===== config.mk =====
export PLATFORM = sky130hd
export DESIGN_NAME = wb_user_bridge
export DESIGN_NICKNAME = d
export VERILOG_FILES = /design/src/rtl/wb_user_bridge_pkg.sv /design/src/rtl/wb_user_bridge_timer.sv /design/src/rtl/wb_user_bridge.sv
export SDC_FILE = /design/constraint.sdc
export NUM_CORES = 1
export LEC_CHECK = 0
export CAP_MARGIN = 10
export CORE_AREA = 2 2 117 119
export DETAILED_ROUTE_END_ITERATION = 6
export DIE_AREA = 0 0 119 121
export PLACE_DENSITY = 0.8
export SETUP_SLACK_MARGIN = 0.3
export SYNTH_ARGS = -nofsm -noshare
export SYNTH_HDL_FRONTEND = slang
export SYNTH_SLANG_ARGS = --single-unit

===== constraint.sdc =====
create_clock -name wb_clk_i -period 3 [get_ports wb_clk_i]
set_input_delay 0.6 -clock wb_clk_i [delete_from_list [all_inputs] [get_ports wb_clk_i]]
set_output_delay 0.6 -clock wb_clk_i [all_outputs]
set_load 0.01 [all_outputs]

===== src/rtl/wb_user_bridge_pkg.sv =====
`default_nettype none
// ============================================================================
// Package  : j202_wb_pkg
// Purpose  : Shared types and constants for the user-area Wishbone bridge
// Revision : 1.0 - initial release
// ============================================================================
package j202_wb_pkg;

  typedef enum logic [1:0] {
    IDLE   = 2'd0,
    ACCESS = 2'd1,
    RESP   = 2'd2
  } bridge_state_e;

  localparam logic [31:0] ERR_DATA_DFLT = 32'hDEAD_BEEF;

  localparam int STATUS_MISS = 0;
  localparam int STATUS_TMO  = 1;

  // Channel index width; a single channel still needs a 1-bit index field.
  function automatic int idx_width(input int n);
    return (n > 1) ? $clog2(n) : 1;
  endfunction

endpackage
`default_nettype wire


===== src/rtl/wb_user_bridge_timer.sv =====
`default_nettype none
// ============================================================================
// Module   : wb_user_bridge_timer
// Purpose  : Loadable up-counter flagging the last cycle of an access window
// Revision : 1.0 - initial release
// ============================================================================
module wb_user_bridge_timer #(
  parameter int WIDTH   = 8,
  parameter int TIMEOUT = 255
) (
  input  logic clk,
  input  logic rst_n,
  input  logic i_load,
  input  logic i_en,
  output logic o_expire
);

  localparam logic [WIDTH-1:0] c_last = WIDTH'(TIMEOUT - 1);

  logic [WIDTH-1:0] r_count;

  always_ff @(posedge clk or negedge rst_n) begin
    if (!rst_n) begin
      r_count <= '0;
    end else if (i_load) begin
      r_count <= '0;
    end else if (i_en) begin
      r_count <= r_count + 1'b1;
    end
  end

  // Asserted during the TIMEOUT-th enabled cycle, so the count reaches TIMEOUT at the edge.
  assign o_expire = i_en && (r_count == c_last);

endmodule
`default_nettype wire


===== src/rtl/wb_user_bridge.sv =====
`default_nettype none
// ============================================================================
// Module   : wb_user_bridge
// Purpose  : Caravel Wishbone slave decoded onto NUM_TGT req/rdy target channels
// Revision : 1.0 - initial release
// ============================================================================
module wb_user_bridge
  import j202_wb_pkg::*;
#(
  parameter int          NUM_TGT   = 4,
  parameter logic [31:0] BASE_ADDR = 32'h3000_0000,
  parameter int          WIN_W     = 16,
  parameter int          TIMEOUT   = 255,
  parameter logic [31:0] ERR_DATA  = ERR_DATA_DFLT
) (
  input  logic                    wb_clk_i,
  input  logic                    wb_rst_n_i,
  input  logic                    wbs_cyc_i,
  input  logic                    wbs_stb_i,
  input  logic                    wbs_we_i,
  input  logic [3:0]              wbs_sel_i,
  input  logic [31:0]             wbs_adr_i,
  input  logic [31:0]             wbs_dat_i,
  output logic                    wbs_ack_o,
  output logic [31:0]             wbs_dat_o,
  output logic [NUM_TGT-1:0]      tgt_req_o,
  output logic                    tgt_we_o,
  output logic [3:0]              tgt_sel_o,
  output logic [WIN_W-1:0]        tgt_adr_o,
  output logic [31:0]             tgt_wdata_o,
  input  logic [NUM_TGT*32-1:0]   tgt_rdata_i,
  input  logic [NUM_TGT-1:0]      tgt_rdy_i,
  output logic                    err_irq_o,
  output logic [1:0]              err_status_o,
  input  logic                    err_clr_i
);

  localparam int                 c_idxw    = idx_width(NUM_TGT);
  localparam int                 c_dec_lsb = WIN_W + c_idxw;
  localparam int                 c_tmr_w   = $clog2(TIMEOUT + 1);
  localparam logic [NUM_TGT-1:0] c_one     = NUM_TGT'(1);

  logic [31:0] w_rdata_ch [NUM_TGT];

  generate
    for (genvar g = 0; g < NUM_TGT; g++) begin : g_rdata_ch
      assign w_rdata_ch[g] = tgt_rdata_i[32*g +: 32];
    end
  endgenerate

  bridge_state_e       r_state;
  bridge_state_e       w_state_nxt;
  logic                r_hold;
  logic [c_idxw-1:0]   r_idx;
  logic [NUM_TGT-1:0]  r_req;
  logic [NUM_TGT-1:0]  w_req_nxt;
  logic                r_we;
  logic [3:0]          r_sel;
  logic [WIN_W-1:0]    r_adr;
  logic [31:0]         r_wdata;
  logic                r_ack;
  logic                w_ack_nxt;
  logic [31:0]         r_dat;
  logic [31:0]         w_dat_nxt;
  logic [1:0]          r_status;
  logic [1:0]          w_status_nxt;
  logic [1:0]          w_set;
  logic                r_irq;
  logic                w_latch;
  logic                w_tmr_load;
  logic                w_tmr_en;
  logic                w_tmr_expire;
  logic                w_hit;
  logic [c_idxw-1:0]   w_idx;

  assign w_hit = (wbs_adr_i[31:c_dec_lsb] == BASE_ADDR[31:c_dec_lsb]);
  assign w_idx = wbs_adr_i[c_dec_lsb-1:WIN_W];

  wb_user_bridge_timer #(
    .WIDTH   (c_tmr_w),
    .TIMEOUT (TIMEOUT)
  ) u_timer (
    .clk      (wb_clk_i),
    .rst_n    (wb_rst_n_i),
    .i_load   (w_tmr_load),
    .i_en     (w_tmr_en),
    .o_expire (w_tmr_expire)
  );

  always_ff @(posedge wb_clk_i or negedge wb_rst_n_i) begin
    if (!wb_rst_n_i) begin
      r_state <= IDLE;
    end else begin
      r_state <= w_state_nxt;
    end
  end

  always_comb begin
    w_state_nxt = r_state;
    w_req_nxt   = r_req;
    w_ack_nxt   = 1'b0;
    w_dat_nxt   = '0;
    w_latch     = 1'b0;
    w_set       = '0;
    w_tmr_load  = 1'b0;
    w_tmr_en    = 1'b0;
    case (r_state)
      IDLE: begin
        w_tmr_load = 1'b1;
        w_req_nxt  = '0;
        // r_hold blanks the cycle after an ack so a strobe still held from it is not re-decoded.
        if (wbs_cyc_i && wbs_stb_i && !r_hold) begin
          w_latch = 1'b1;
          if (w_hit) begin
            w_state_nxt = ACCESS;
            w_req_nxt   = c_one << w_idx;
          end else begin
            w_state_nxt        = RESP;
            w_ack_nxt          = 1'b1;
            w_dat_nxt          = ERR_DATA;
            w_set[STATUS_MISS] = 1'b1;
          end
        end
      end
      ACCESS: begin
        w_tmr_en = 1'b1;
        if (!wbs_cyc_i) begin
          w_state_nxt = IDLE;
          w_req_nxt   = '0;
        end else if (tgt_rdy_i[r_idx]) begin
          w_state_nxt = RESP;
          w_req_nxt   = '0;
          w_ack_nxt   = 1'b1;
          w_dat_nxt   = r_we ? 32'd0 : w_rdata_ch[r_idx];
        end else if (w_tmr_expire) begin
          w_state_nxt       = RESP;
          w_req_nxt         = '0;
          w_ack_nxt         = 1'b1;
          w_dat_nxt         = ERR_DATA;
          w_set[STATUS_TMO] = 1'b1;
        end
      end
      RESP: begin
        w_tmr_load  = 1'b1;
        w_req_nxt   = '0;
        w_state_nxt = IDLE;
      end
      default: begin
        w_req_nxt   = '0;
        w_state_nxt = IDLE;
      end
    endcase
  end

  // A freshly recorded error outranks a clear arriving on the same edge.
  assign w_status_nxt = (err_clr_i ? 2'b00 : r_status) | w_set;

  always_ff @(posedge wb_clk_i or negedge wb_rst_n_i) begin
    if (!wb_rst_n_i) begin
      r_hold   <= 1'b0;
      r_idx    <= '0;
      r_req    <= '0;
      r_we     <= 1'b0;
      r_sel    <= '0;
      r_adr    <= '0;
      r_wdata  <= '0;
      r_ack    <= 1'b0;
      r_dat    <= '0;
      r_status <= '0;
      r_irq    <= 1'b0;
    end else begin
      r_hold   <= (r_state == RESP);
      r_req    <= w_req_nxt;
      r_ack    <= w_ack_nxt;
      r_dat    <= w_dat_nxt;
      r_status <= w_status_nxt;
      r_irq    <= |w_status_nxt;
      if (w_latch) begin
        r_idx   <= w_idx;
        r_we    <= wbs_we_i;
        r_sel   <= wbs_sel_i;
        r_adr   <= wbs_adr_i[WIN_W-1:0];
        r_wdata <= wbs_dat_i;
      end
    end
  end

  assign wbs_ack_o    = r_ack;
  assign wbs_dat_o    = r_dat;
  assign tgt_req_o    = r_req;
  assign tgt_we_o     = r_we;
  assign tgt_sel_o    = r_sel;
  assign tgt_adr_o    = r_adr;
  assign tgt_wdata_o  = r_wdata;
  assign err_irq_o    = r_irq;
  assign err_status_o = r_status;

endmodule
`default_nettype wire

==> metrics <==
Worst setup startpoint=r_idx[0]$_DFFE_PN0P_; GRT Overall Usage=20.3%; GR Overflow Total=0; maximum vdd drop=0.000279 V; worst-case reg-to-reg path depth=4; first-pass detailed-route iteration total=4; Placeable Area=0.0131 mm²; CTS root buf=clkbuf_16; adder-cell share of the synthesized area=0.518%; largest family of logic cells by synthesized area=multiplexers; CP Cell Sequence=mux2i_1, mux2_4, a21o_1, o21ai_0; number of global-route vias before repair=4406; syn_area_per_cell=14.1 µm²; FP Rows=42; Period Utilization, post-route=74.1%; htree depth=3; Min Clock Period, post-route=2.22 ns; post-CTS setup buffers=0; Seq pwr share=between 40% and 50%; die area=~0.014 mm²; placer's final routability congestion estimate=0.874; number of clock sinks=106; unrepaired setup endpoints after global routing=no; largest net degree at the start of global routing=63; number of port buffers=298; Worst Path Required=3.18 ns; NetSw=1.08 mW; Sw Ratio=25.3%; P_leak=approximately 3.4 nW; xor-xnor portion of the synthesized cell area=1.27%; routed length per placed instance=18.0 µm; Netlist cell types=30; Max Slew Vio Count=0; CTS Buf Count=9; CP Launch Type=flip-flop; placed cell area=0.00798 mm²; routed vias=4068; synth top area cells=dfrtp_1, mux4_2, mux2_2; mux cell area share after synthesis=28.0%; CP max stage delay=0.63 ns; Slew Limit Headroom=51.7%; Synth area leader=dfrtp_1; Iteration-0 DRC Markers=116; Initial Util=36.9%; # nets final=840; clock buffer depth=2; R2R Path Start=r_idx[0]$_DFFE_PN0P_; HP Class=in -> async; post_cts resized=0; area delta synth->final=71.6%; antenna violations before repair=0; Cells after Synth=343; Boundary Pins=between 200 and 300; commonest non-fill, non-tap cell in the layout=clkdlybuf4s50_1; CP max-delay cell=dfrtp_2; Post-Syn Area=0.00483 mm²; endpoints failing setup=0; Die H=roughly 120 µm; CTS hold repair buffers=0; CTS tree=done; worst r2r dst=wbs_dat_o[12]$_DFF_PN0_; P_int=approximately 3.2 mW; global-route wire length before repair=22.6 mm; ANT cells=0; Yosys top cell area share=54.9%; share of cells above drive strength 1=17.4%; PD cells=slightly above 500 mW/mm²; Skew-Pair Late Insertion Delay=0.34 ns; post-synthesis compound-gate area fraction=6.63%; clk slew on worst S/H paths=~0.070 ns; antenna viol nets, final=0; R2R Setup Slk=0.78 ns; clock skew=0.00617 ns; Combinational Power Share=30.6%; DP HPWL=between 10 and 15 mm; Crit. End Element=flip-flop; #FFs+latches synth=~110; commonest cells after routing, fill and taps aside=clkdlybuf4s50_1, dfrtp_1, mux2_2; DRC Markers=0; WP data arrival=about 2.4 ns; vias per inst=5.00; status=completed; fmax=roughly 450 MHz; Routed WL=14.6 mm; Tightest Pin Transition=0.724 ns; critical path class=reg -> reg; register area share after synthesis=54.9%; clock share of power=29.3%; setup_tns=0 ns; fin area=0.00830 mm²; Synth Area in Simple Gates=5.85%; post-synth net total=~550; Final Hold Viols=0; MaxCap Viol Count=0; Ys Warns=0; die width=~120 µm; CP Max Fanout=28
==> routing by layer <==
| metal | vias to the layer above | wire length [µm] | track usage [%] |
|---|---|---|---|
| met5 | - | 0 | 0 |
| met4 | 0 | 560 | 8.85 |
| met3 | 36 | 927 | 4.93 |
| met2 | 185 | 7890 | 38.0 |
| met1 | 2008 | 5250 | 21.7 |
| li1 | 1839 | - | - |
==> critical path, delay by kind of cell, from the launching register on <==
kind / cells / cell delay (ns)
AOI/OAI and AO/OA: 2 / 0.83
DFF: 1 / 0.63
muxes: 2 / 0.60
==> area by class of cell <==
class	instances	area, µm²
Inverter	7	26.3
Sequential cell	106	2650
Clock buffer	10	229
Timing Repair Buffer	303	3030
Clock inverter	6	90.1
Multi-Input combinational cell	205	2050
Tap cell	176	220
Fill cell	1002	4790
==> registers in the layout, summed over array words and instances, names as in the netlist, 2 cells and up <==
name and cells:
tgt_sel_o 4, wbs_dat_o 32, r_idx 2, tgt_req_o 4, tgt_adr_o 16, r_state 2, u_timer.r_count 8, tgt_wdata_o 32
err_status_o 2
==> synthesized netlist by cell type (all sizes together) <==
master	instances
or4	1
nand2	7
nand3	3
a21oi	24
o211ai	1
nor4	2
xnor2	6
nor2	5
inv	7
o21ai	29
nand4	4
or2	2
mux4	32
ha	2
and2	7
clkbuf	14
dfrtp	106
and3b	1
nor3b	2
xor2	1
mux2	54
buf	11
a32o	4
a21o	1
nor2b	13
nor4bb	1
nand2b	1
mux2i	2
==> stage by stage <==
step	worst slack [ns]	utilization, %	instances	power, mW	hold WS, ns
after floorplan	1.24	-	343	2.31	0.304
after global placement	0.534	61.0	797	3.02	0.484
after detailed placement	0.447	61.0	797	3.05	0.480
after CTS	0.766	63.4	813	4.32	0.264
after global routing	0.568	63.4	813	4.46	0.297
final	0.776	63.4	813	4.26	0.261
==> power by group through the flow <==
stage	sequential (mW)	clock (mW)	combinational, mW
3_3_place_gp	1.73	0	1.30
2_1_floorplan	1.79	0	0.511
4_1_cts	1.71	1.29	1.32
5_1_grt	1.73	1.33	1.39
6_report	1.71	1.25	1.31
3_5_place_dp	1.74	0	1.31
==> cell families (layout without fill, tap and decap cells) <==
| family | after synthesis | count (layout) |
|---|---|---|
| XOR/XNOR | 7 | 7 |
| flip-flops | 106 | 106 |
| multiplexers | 88 | 88 |
| buffers and inverters | 32 | 326 |
| AND/OR/NAND/NOR | 49 | 49 |
| AO/OA/AOI/OAI | 59 | 59 |
| adder cells (fa/ha/maj) | 2 | 2 |
==> worst max path at each step <==
stage                                   to  slack [ns]  cells past startpoint
2_1_floorplan  tgt_wdata_o[21]$_DFFE_PN0P_        1.24                      5
3_3_place_gp        r_state[0]$_DFFE_PN0P_        0.53                      6
3_5_place_dp        r_state[0]$_DFFE_PN0P_        0.45                      6
4_1_cts            wbs_dat_o[10]$_DFF_PN0_        0.77                      4
5_1_grt            wbs_dat_o[12]$_DFF_PN0_        0.57                      4
6_report           wbs_dat_o[12]$_DFF_PN0_        0.78                      4
Note: power is estimated with default switching activity, not from simulation.
